===== config.mk =====
export PLATFORM = sky130hd
export DESIGN_NAME = serial_link_xcvr
export DESIGN_NICKNAME = d
export VERILOG_FILES = /design/src/rtl/serial_pkg.sv /design/src/rtl/serial_rx_lane.sv /design/src/rtl/serial_link_xcvr.sv
export SDC_FILE = /design/constraint.sdc
export NUM_CORES = 1
export LEC_CHECK = 0
export ABC_CLOCK_PERIOD_IN_PS = 1980
export BUFFER_PORTS_ARGS = -buffer_cell sky130_fd_sc_hd__buf_4
export CORE_UTILIZATION = 50
export CTS_CLUSTER_DIAMETER = 100
export CTS_CLUSTER_SIZE = 16
export DETAILED_ROUTE_END_ITERATION = 6
export GPL_ROUTABILITY_DRIVEN = 0
export PLACE_DENSITY_LB_ADDON = 0.25
export SLEW_MARGIN = 10
export SYNTH_ARGS = -nofsm -noshare
export SYNTH_HDL_FRONTEND = slang
export SYNTH_SLANG_ARGS = --single-unit

===== constraint.sdc =====
create_clock -name clk -period 1.98 [get_ports clk]
set_clock_uncertainty 0.1 [all_clocks]
set_input_delay 0.099 -clock clk [delete_from_list [all_inputs] [get_ports clk]]
set_output_delay 0.099 -clock clk [all_outputs]
set_load 0.01 [all_outputs]

===== src/rtl/serial_pkg.sv =====
// Shared types and helpers for the multi-lane serial transceiver.
package serial_pkg;

  typedef enum logic [2:0] {
    TX_IDLE, TX_START, TX_DATA, TX_PARITY, TX_STOP
  } tx_state_e;

  typedef enum logic [2:0] {
    RX_IDLE, RX_START, RX_DATA, RX_PARITY, RX_STOP, RX_BREAK
  } rx_state_e;

  function automatic int frame_len(input int data_w, input int parity_en);
    return data_w + 2 + parity_en;
  endfunction

  // Callers zero-extend; extra zero bits do not change the XOR.
  function automatic logic even_parity(input logic [63:0] data);
    return ^data;
  endfunction

endpackage


===== src/rtl/serial_rx_lane.sv =====
// One receive lane: 2-flop synchroniser, framing FSM, bit-centre sampling.
module serial_rx_lane
  import serial_pkg::*;
#(
  parameter int DATA_W    = 8,
  parameter int CLK_DIV   = 4,
  parameter int PARITY_EN = 1
) (
  input  logic              clk,
  input  logic              rst,
  input  logic              i_rx,
  output logic [DATA_W-1:0] o_data,
  output logic              o_valid,
  output logic              o_parity_err,
  output logic              o_frame_err
);
  localparam int CW = $clog2(CLK_DIV);
  localparam int BW = (DATA_W > 1) ? $clog2(DATA_W) : 1;
  localparam logic [CW-1:0] HALF_M1  = CW'(CLK_DIV / 2 - 1);
  localparam logic [CW-1:0] FULL_M1  = CW'(CLK_DIV - 1);
  localparam logic [BW-1:0] LAST_BIT = BW'(DATA_W - 1);

  logic              r_s1, r_s2;
  rx_state_e         r_state, w_next;
  logic [CW-1:0]     r_cnt;
  logic [BW-1:0]     r_bit;
  logic [DATA_W-1:0] r_shift;
  logic              r_par;
  logic              w_rx, w_tick;

  assign w_rx   = r_s2;
  assign w_tick = (r_cnt == FULL_M1);

  always_comb begin
    w_next = r_state;
    case (r_state)
      RX_IDLE:   if (!w_rx) w_next = RX_START;
      // Half-bit recheck rejects short glitches and centres later samples.
      RX_START:  if (r_cnt == HALF_M1) w_next = w_rx ? RX_IDLE : RX_DATA;
      RX_DATA:   if (w_tick && r_bit == LAST_BIT)
                   w_next = (PARITY_EN != 0) ? RX_PARITY : RX_STOP;
      RX_PARITY: if (w_tick) w_next = RX_STOP;
      RX_STOP:   if (w_tick) w_next = w_rx ? RX_IDLE : RX_BREAK;
      RX_BREAK:  if (w_rx) w_next = RX_IDLE;
      default:   w_next = RX_IDLE;
    endcase
  end

  always_ff @(posedge clk or posedge rst) begin
    if (rst) begin
      r_s1         <= 1'b1;
      r_s2         <= 1'b1;
      r_state      <= RX_IDLE;
      r_cnt        <= '0;
      r_bit        <= '0;
      r_shift      <= '0;
      r_par        <= 1'b0;
      o_data       <= '0;
      o_valid      <= 1'b0;
      o_parity_err <= 1'b0;
      o_frame_err  <= 1'b0;
    end else begin
      r_s1    <= i_rx;
      r_s2    <= r_s1;
      r_state <= w_next;
      o_valid <= 1'b0;
      if (w_next != r_state || w_tick || r_state == RX_IDLE) r_cnt <= '0;
      else                                                   r_cnt <= r_cnt + 1'b1;
      if (r_state == RX_START) r_bit <= '0;
      if (r_state == RX_DATA && w_tick) begin
        r_shift <= {w_rx, r_shift[DATA_W-1:1]};
        r_bit   <= r_bit + 1'b1;
      end
      if (r_state == RX_PARITY && w_tick) r_par <= w_rx;
      if (r_state == RX_STOP && w_tick) begin
        o_data       <= r_shift;
        o_valid      <= 1'b1;
        o_parity_err <= (PARITY_EN != 0) && (r_par != even_parity(64'(r_shift)));
        o_frame_err  <= !w_rx;
      end
    end
  end
endmodule


===== src/rtl/serial_link_xcvr.sv =====
// Multi-lane framed serial transceiver: lockstep TX with valid/ready, per-lane RX.
module serial_link_xcvr
  import serial_pkg::*;
#(
  parameter int DATA_W    = 8,
  parameter int LANES     = 1,
  parameter int CLK_DIV   = 4,
  parameter int PARITY_EN = 1
) (
  input  logic                    clk,
  input  logic                    rst,
  input  logic [LANES*DATA_W-1:0] tx_data,
  input  logic                    tx_valid,
  output logic                    tx_ready,
  output logic [LANES-1:0]        serial_tx,
  input  logic [LANES-1:0]        serial_rx,
  output logic [LANES*DATA_W-1:0] rx_data,
  output logic [LANES-1:0]        rx_valid,
  output logic [LANES-1:0]        rx_parity_err,
  output logic [LANES-1:0]        rx_frame_err
);
  localparam int CW = $clog2(CLK_DIV);
  localparam int BW = (DATA_W > 1) ? $clog2(DATA_W) : 1;
  localparam logic [CW-1:0] FULL_M1  = CW'(CLK_DIV - 1);
  localparam logic [BW-1:0] LAST_BIT = BW'(DATA_W - 1);

  tx_state_e                    r_state, w_next;
  logic [CW-1:0]                r_cnt;
  logic [BW-1:0]                r_bit, w_bit_next;
  logic [LANES-1:0][DATA_W-1:0] r_data;
  logic                         r_ready;
  logic [LANES-1:0]             r_tx, w_line;
  logic                         w_accept, w_tick;
  logic [LANES-1:0][DATA_W-1:0] w_rx_data;

  assign w_accept  = tx_valid && r_ready;
  assign w_tick    = (r_cnt == FULL_M1);
  assign tx_ready  = r_ready;
  assign serial_tx = r_tx;
  assign rx_data   = w_rx_data;

  always_comb begin
    w_next     = r_state;
    w_bit_next = r_bit;
    case (r_state)
      TX_IDLE: begin
        w_bit_next = '0;
        if (w_accept) w_next = TX_START;
      end
      TX_START:  if (w_tick) w_next = TX_DATA;
      TX_DATA:   if (w_tick) begin
                   if (r_bit == LAST_BIT) w_next = (PARITY_EN != 0) ? TX_PARITY : TX_STOP;
                   else                   w_bit_next = r_bit + 1'b1;
                 end
      TX_PARITY: if (w_tick) w_next = TX_STOP;
      TX_STOP:   if (w_tick) w_next = TX_IDLE;
      default:   w_next = TX_IDLE;
    endcase
  end

  // Line level is computed from the next state so the pin is a clean flop output.
  always_comb begin
    w_line = '1;
    for (int k = 0; k < LANES; k++) begin
      case (w_next)
        TX_START:  w_line[k] = 1'b0;
        TX_DATA:   w_line[k] = r_data[k][w_bit_next];
        TX_PARITY: w_line[k] = even_parity(64'(r_data[k]));
        default:   w_line[k] = 1'b1;
      endcase
    end
  end

  always_ff @(posedge clk or posedge rst) begin
    if (rst) begin
      r_state <= TX_IDLE;
      r_cnt   <= '0;
      r_bit   <= '0;
      r_data  <= '0;
      r_ready <= 1'b0;
      r_tx    <= '1;
    end else begin
      r_state <= w_next;
      r_bit   <= w_bit_next;
      r_ready <= (w_next == TX_IDLE);
      r_tx    <= w_line;
      if (w_accept) r_data <= tx_data;
      if (r_state == TX_IDLE || w_tick) r_cnt <= '0;
      else                              r_cnt <= r_cnt + 1'b1;
    end
  end

  for (genvar k = 0; k < LANES; k++) begin : g_rx
    serial_rx_lane #(
      .DATA_W   (DATA_W),
      .CLK_DIV  (CLK_DIV),
      .PARITY_EN(PARITY_EN)
    ) u_lane (
      .clk         (clk),
      .rst         (rst),
      .i_rx        (serial_rx[k]),
      .o_data      (w_rx_data[k]),
      .o_valid     (rx_valid[k]),
      .o_parity_err(rx_parity_err[k]),
      .o_frame_err (rx_frame_err[k])
    );
  end
endmodule

==> impl_metrics.py, run 1 <==
metrics = {
    "finish": {
        "synthToLayoutAreaGrowth_pct": 28.9,
        "drive_gt1_share_pct": 34.7,
        "n_antenna_cell": 0,
        "nNetsFinal": 282,
    },
    "drt": {
        "drc": 0,
        "routed_via_density": 5.27,
        "routed_wl_um": 4440,
        "via_count": 1670,
        "wl_per_cell_um": 14.0,
        "drtPass1Iterations": 4,
        "ant_nets": 0,
        "drtIter0Drc": 46,
    },
    "die": {
        "dieArea_um2": 4900,
        "die_y_um": 70.0,
        "ios": 25,
        "die_w_um": 70.0,
        "coreArea_um2": 4410,
        "start_util_pct": 52.4,
        "fp-row-count": 24,
    },
    "worst_setup_path": {
        "cp-end-kind": "flip-flop",
        "worstPathArrival_ns": 2.25,
        "required_ns": 2.11,
        "start_kind": "flip-flop",
        "crit_type": "reg2reg",
        "crit_fanout": 4,
    },
    "outcome": {
        "status": "finished with violations",
        "violations": "negative setup slack",
    },
    "timing": {
        "rsz0062_at_grt": "true",
        "finalCritPeriodShare_pct": 107,
        "timing.final.ws_setup_ns": -0.141,
        "fin_crit_ns": 2.12,
        "tightest_slew_ns": 0.436,
        "final-max-slew-violation-count": 0,
        "finalSetupViolCount": 1,
        "slew_headroom_pct": 70.8,
        "max_freq_mhz": 471,
        "hold_viol": 0,
        "holdWs_ns": 0.160,
    },
    "clock_tree": {
        "clkSlewWorstSetupHoldPaths_ns": 0.09,
        "cts_inserted_buffers": 5,
        "cts_buffer_depth": 2,
        "cts_tree": "done",
        "root_buffer": "clkbuf_8",
        "htreeDepth": 2,
        "cts.sinks": 48,
        "clk_latency_ns": 0.30,
    },
    "yosys": {
        "yosysMostFrequentCell": "dfrtp_1",
        "synthTopCellsByArea": "dfrtp_1 49%, mux2_2 9.7%, nand2_1 5.8%, xnor2_1 4.9%, dfstp_2 3.4%",
        "ys_types": 44,
        "netlist_area_um2": 2310,
        "syn_nets": 225,
        "yosysTopAreaCellShare_pct": 48.7,
        "async_reset_ff_share_pct": 100,
        "yosysWarningCount": 0,
        "synth_edf_count": 0,
        "synth_top_cell_by_area": "dfrtp_1",
        "synthFlopType": "dfrtp_1",
        "netlist_top_cells_count": "45 x dfrtp_1, 36 x nand2_1, 20 x mux2_2, 13 x xnor2_1, 9 x o21ai_0",
        "avgSynthCellArea_um2": 11.2,
        "netlist_instances": 207,
        "ys_seq_area_share_pct": 52.1,
        "synth_seq_cells": 48,
    },
    "power_and_ir_drop": {
        "p_sw_mw": 0.795,
        "p_seq_share_pct": 43.6,
        "power.leakage_nw": 1.43,
        "p_comb_share_pct": 30.0,
        "peakVddDrop_uv": 714,
        "power_mw": 2.79,
        "internal_power_mw": 1.99,
        "clockPowerShare_pct": 26.4,
        "power_density_nw_per_um2": 936,
        "p_sw_share_pct": 28.5,
    },
    "global_route": {
        "antenna_found_initial": 0,
        "grt_max_degree": 38,
        "first_global_vias": 1611,
        "grt_usage_pct": 20.0,
        "grt_pass1_wl_um": 7630,
        "grt_overflow": 0,
    },
    "job": {
        "cap_violations": 0,
    },
    "min_path": {
        "hold_class": "in2reg",
    },
    "placed_design": {
        "dp_hpwl_um": 3030,
        "io_buffers": 24,
    },
}
==> kinds of logic (layout without fill, tap and decap cells) <==
| kind of cell | count (synthesis) | in the layout | synth area share, % |
|---|---|---|---|
| xor gates and xnor gates | 16 | 16 | 6.06 |
| AOI/OAI and AO/OA | 31 | 31 | 9.47 |
| muxes | 24 | 24 | 11.5 |
| buffers and inverters | 15 | 73 | 2.87 |
| and+or+nand+nor | 67 | 67 | 14.8 |
| DFF | 48 | 48 | 52.1 |
| adders and majority gates | 6 | 6 | 3.25 |
==> registers in the layout, summed over array words and instances, names as in the netlist, 3 cells and up <==
| register | cells |
|---|---|
| r_state | 3 |
| g_rx.u_lane.r_state | 3 |
| g_rx.u_lane.r_bit | 3 |
| r_data | 8 |
| g_rx.u_lane.r_shift | 8 |
| g_rx.u_lane.o_data | 8 |
| r_bit | 3 |
==> per-stage QoR <==
step | std cells | cell area (um2) | TNS, ns | worst slack (ns) | util (%)
2_1_floorplan | 207 | 2320 | -0.0371 | -0.0371 | -
3_3_place_gp | 296 | 2700 | -0.0849 | -0.0849 | 61.1
3_5_place_dp | 296 | 2700 | -0.224 | -0.116 | 61.1
4_1_cts | 314 | 2930 | -0.156 | -0.156 | 66.4
5_1_grt | 317 | 2980 | -0.323 | -0.250 | 67.5
6_report | 317 | 2980 | -0.141 | -0.141 | 67.5
==> placed cells by master, fill, tap and decap left out, drive strengths merged, types with 5 or more instances in the layout <==
master / synthesis / layout
ha: 6 / 6
mux2: 20 / 20
inv: 6 / 6
a21oi: 5 / 5
dlygate4sd3: 0 / 10
buf: 3 / 48
nor2: 7 / 7
o21ai: 9 / 9
xnor2: 13 / 13
clkbuf: 5 / 6
nor3: 5 / 5
dfrtp: 45 / 45
nand2: 36 / 36
==> critical path, stage by stage (launching register included) <==
cell	delay [ns]
dfrtp_1	0.42
ha_4	0.18
a21bo_4	0.23
a31o_1	0.21
nor2_2	0.19
mux2_2	0.37
a211oi_1	0.27
a311oi_1	0.07
==> power by group through the flow <==
stage               clock network (mW)  registers [mW]  logic, mW
finish                           0.735            1.22      0.837
global route                     0.798            1.24      0.926
CTS                              0.754            1.21      0.787
detailed placement                   0            1.23      0.759
global placement                     0            1.22      0.734
floorplan                            0            1.19      0.557
==> final cells by class <==
type | count | area (um2)
clock buffer | 6 | 82.6
clock inverter | 2 | 38.8
fill | 327 | 1430
inverter | 7 | 26.3
multi-input combinational | 144 | 1090
sequential | 48 | 1200
tap | 52 | 65.1
timing repair buffer | 58 | 473
==> worst paths after layout <==
path	slack, ns	endpoint	start	cells past startpoint
setup / recovery	-0.14	serial_tx	r_bit[0]	7
setup reg to reg	-0.14	serial_tx	r_bit[0]	7
hold / removal	0.16	r_state[0]	tx_valid	4
min in group asynchronous	0.20	r_data[4]	rst	3
hold reg to reg	0.26	g_rx[0].u_lane.r_s2	g_rx[0].u_lane.r_s1	0
max in group asynchronous	1.04	g_rx[0].u_lane.r_s1	rst	4
==> per-layer routing <==
metal  vias to the layer above  global-route usage [%]  routed length, um
li1                        834                       -                  -
met1                       811                    27.0               2030
met4                         0                    5.33                 56
met2                        19                    32.4               2230
met5                         -                       0                  0
met3                         6                    4.76                124
==> repair_timing <==
item,in CTS,in global routing
hold buffers,10,0
pin swaps,2,2
setup endpoints to repair,3,9
setup buffers,0,3
gates resized for setup,3,7
gates cloned,0,0
endpoints found under the hold margin,55,0
No activity file was read; power rests on OpenSTA's default activity.
==> run 2: changes to the inputs <==
--- a/config.mk
+++ b/config.mk
@@ -7,6 +7,7 @@
 export LEC_CHECK = 0
 export ABC_CLOCK_PERIOD_IN_PS = 1980
 export BUFFER_PORTS_ARGS = -buffer_cell sky130_fd_sc_hd__buf_4
+export CORE_ASPECT_RATIO = 1.2
 export CORE_UTILIZATION = 50
 export CTS_CLUSTER_DIAMETER = 100
 export CTS_CLUSTER_SIZE = 16
==> run 2 against run 1 <==
Compared with the run above:
- the flow still finishes with violations (negative setup slack)
- non-clock buffer count down 3
- routed wire length down 5.3%
- first-iteration DRC count shrank 28%
- global-route usage is 0.077 points lower
- design area is 0.42% lower
- sequential cell count unchanged
- count of clock-buffer cells in the layout down 1
- critical endpoint unchanged
- largest cell class unchanged
==> impl_metrics.py, run 2 (same netlist as run 1, synthesis figures left out) <==
metrics = {
    "drt": {
        "drc": 0,
        "drtPass1Iterations": 4,
        "via_count": 1632,
        "wl_per_cell_um": 13.2,
        "ant_nets": 0,
        "routed_via_density": 5.13,
        "routed_wl_um": 4200,
        "drtIter0Drc": 33,
    },
    "finish": {
        "final_cell_mix": "45 x dfrtp_1, 44 x buf_4, 36 x nand2_1",
        "final_common_cell": "dfrtp_1",
        "postLayoutCoreUtil_pct": 68.1,
        "drive_gt1_share_pct": 34.7,
        "nNetsFinal": 279,
        "n_antenna_cell": 0,
        "n_fill_cell": 344,
        "synthToLayoutAreaGrowth_pct": 28.4,
        "top_regs": "g_rx.u_lane.o_data x8, g_rx.u_lane.r_shift x8, r_data x8",
    },
    "die": {
        "die_w_um": 64.1,
        "coreArea_um2": 4360,
        "ios": 25,
        "die_y_um": 76.5,
        "fp-row-count": 26,
        "start_util_pct": 53.0,
        "dieArea_um2": 4900,
    },
    "clock_tree": {
        "cts_buffer_depth": 2,
        "clkSlewWorstSetupHoldPaths_ns": 0.09,
        "cts_inserted_buffers": 5,
        "root_buffer": "clkbuf_8",
        "clk_latency_ns": 0.30,
        "htreeDepth": 2,
        "cts.sinks": 48,
        "cts_tree": "done",
    },
    "worst_setup_path": {
        "r2r-start": "r_bit[1]",
        "cp-end-kind": "flip-flop",
        "ff2ff_setup_slack_ns": -0.1,
        "start_kind": "flip-flop",
        "worstPathArrival_ns": 2.19,
        "crit_fanout": 3,
        "rr_endpoint": "serial_tx",
        "rr_worst_depth": 7,
        "critPathSlowestCell": "or4b_1",
        "cpPeakStageDelay_ns": 0.47,
        "crit_type": "reg2reg",
        "required_ns": 2.09,
        "critical_path.cell_chain": "ha_4 > a21bo_4 > a31o_1 > or4b_1 > o311ai_1 > a211oi_1 > a311oi_1",
    },
    "power_and_ir_drop": {
        "clockPowerShare_pct": 25.9,
        "internal_power_mw": 1.95,
        "power_mw": 2.76,
        "p_comb_share_pct": 29.8,
        "p_sw_share_pct": 29.4,
        "peakVddDrop_uv": 726,
        "power_density_nw_per_um2": 929,
        "p_seq_share_pct": 44.4,
        "power.leakage_nw": 1.41,
        "p_sw_mw": 0.810,
    },
    "timing": {
        "final-max-slew-violation-count": 0,
        "finalCritPeriodShare_pct": 105,
        "max_freq_mhz": 481,
        "holdWs_ns": 0.163,
        "tightest_slew_ns": 0.417,
        "finalSetupViolCount": 2,
        "fin_crit_ns": 2.08,
        "rsz0062_at_grt": "true",
        "timing.final.ws_setup_ns": -0.0985,
        "hold_viol": 0,
        "slew_headroom_pct": 72.1,
    },
    "global_route": {
        "grt_overflow": 0,
        "grt_pass1_wl_um": 7550,
        "grt_usage_pct": 19.9,
        "first_global_vias": 1707,
        "antenna_found_initial": 0,
        "grt_max_degree": 33,
    },
    "min_path": {
        "hold_class": "in2reg",
        "min_from": "tx_valid",
        "whs_path_depth": 4,
        "min_to": "r_state[0]",
    },
    "job": {
        "cap_violations": 0,
    },
    "placed_design": {
        "io_buffers": 24,
        "dp_hpwl_um": 2930,
    },
    "outcome": {
        "status": "finished with violations",
        "violations": "negative setup slack",
    },
}
run 2: critical path: cells and delay by family (launching register included):
family	cells	cell delay [ns]
simple gates	1	0.47
flops	1	0.42
compound gates	5	0.82
fa+ha+maj	1	0.18
run 2: through the flow:
stage               instance area, um2  instances  TNS, ns  setup WS, ns
floorplan                         2320        207  -0.0371       -0.0371
global placement                  2690        299  -0.0389       -0.0389
detailed placement                2690        299   -0.125       -0.0779
CTS                               2910        317  -0.0958       -0.0958
global route                      2970        318   -0.344        -0.179
finish                            2970        318   -0.108       -0.0985
run 2: cell type report:
type	instances	area (um2)	share of cell area [%]
clock buffer	5	68.8	2.32
inverter	7	26.3	0.885
clock inverter	3	46.3	1.56
multi-input combinational	144	1100	37.1
sequential	48	1200	40.6
timing repair buffer	55	450	15.2
tap	56	70.1	2.36
run 2: worst max path at each step:
stage	start	cells after the start	endpoint	slack (ns)
after global routing	r_bit[1]	7	serial_tx	-0.18
after detailed placement	r_cnt[0]	8	serial_tx	-0.08
after CTS	r_bit[1]	8	serial_tx	-0.1
after floorplan	r_cnt[0]	8	serial_tx	-0.04
final	r_bit[1]	7	serial_tx	-0.1
after global placement	r_cnt[0]	8	serial_tx	-0.04
run 2: power groups by stage:
| stage | Sequential [mW] | Clock, mW | Combinational [mW] |
|---|---|---|---|
| 2_1_floorplan | 1.19 | 0 | 0.557 |
| 3_3_place_gp | 1.22 | 0 | 0.710 |
| 3_5_place_dp | 1.23 | 0 | 0.722 |
| 4_1_cts | 1.22 | 0.735 | 0.752 |
| 5_1_grt | 1.24 | 0.778 | 0.915 |
| 6_report | 1.22 | 0.714 | 0.821 |
run 2: timing repair:
action	in CTS	in global routing
pin swaps	1	7
endpoints found under the setup margin	3	3
buffers inserted	0	1
gates resized for setup	2	10
cloned	0	0
hold buffers	10	0
endpoints found under the hold margin	25	0
run 2: routing by layer:
| layer | track usage (%) | wire length (um) | vias to the layer above |
|---|---|---|---|
| met3 | 3.59 | 77 | 4 |
| met1 | 25.0 | 1940 | 791 |
| met2 | 33.6 | 2120 | 17 |
| li1 | - | - | 820 |
| met4 | 7.50 | 55 | 0 |
| met5 | 0 | 0 | - |
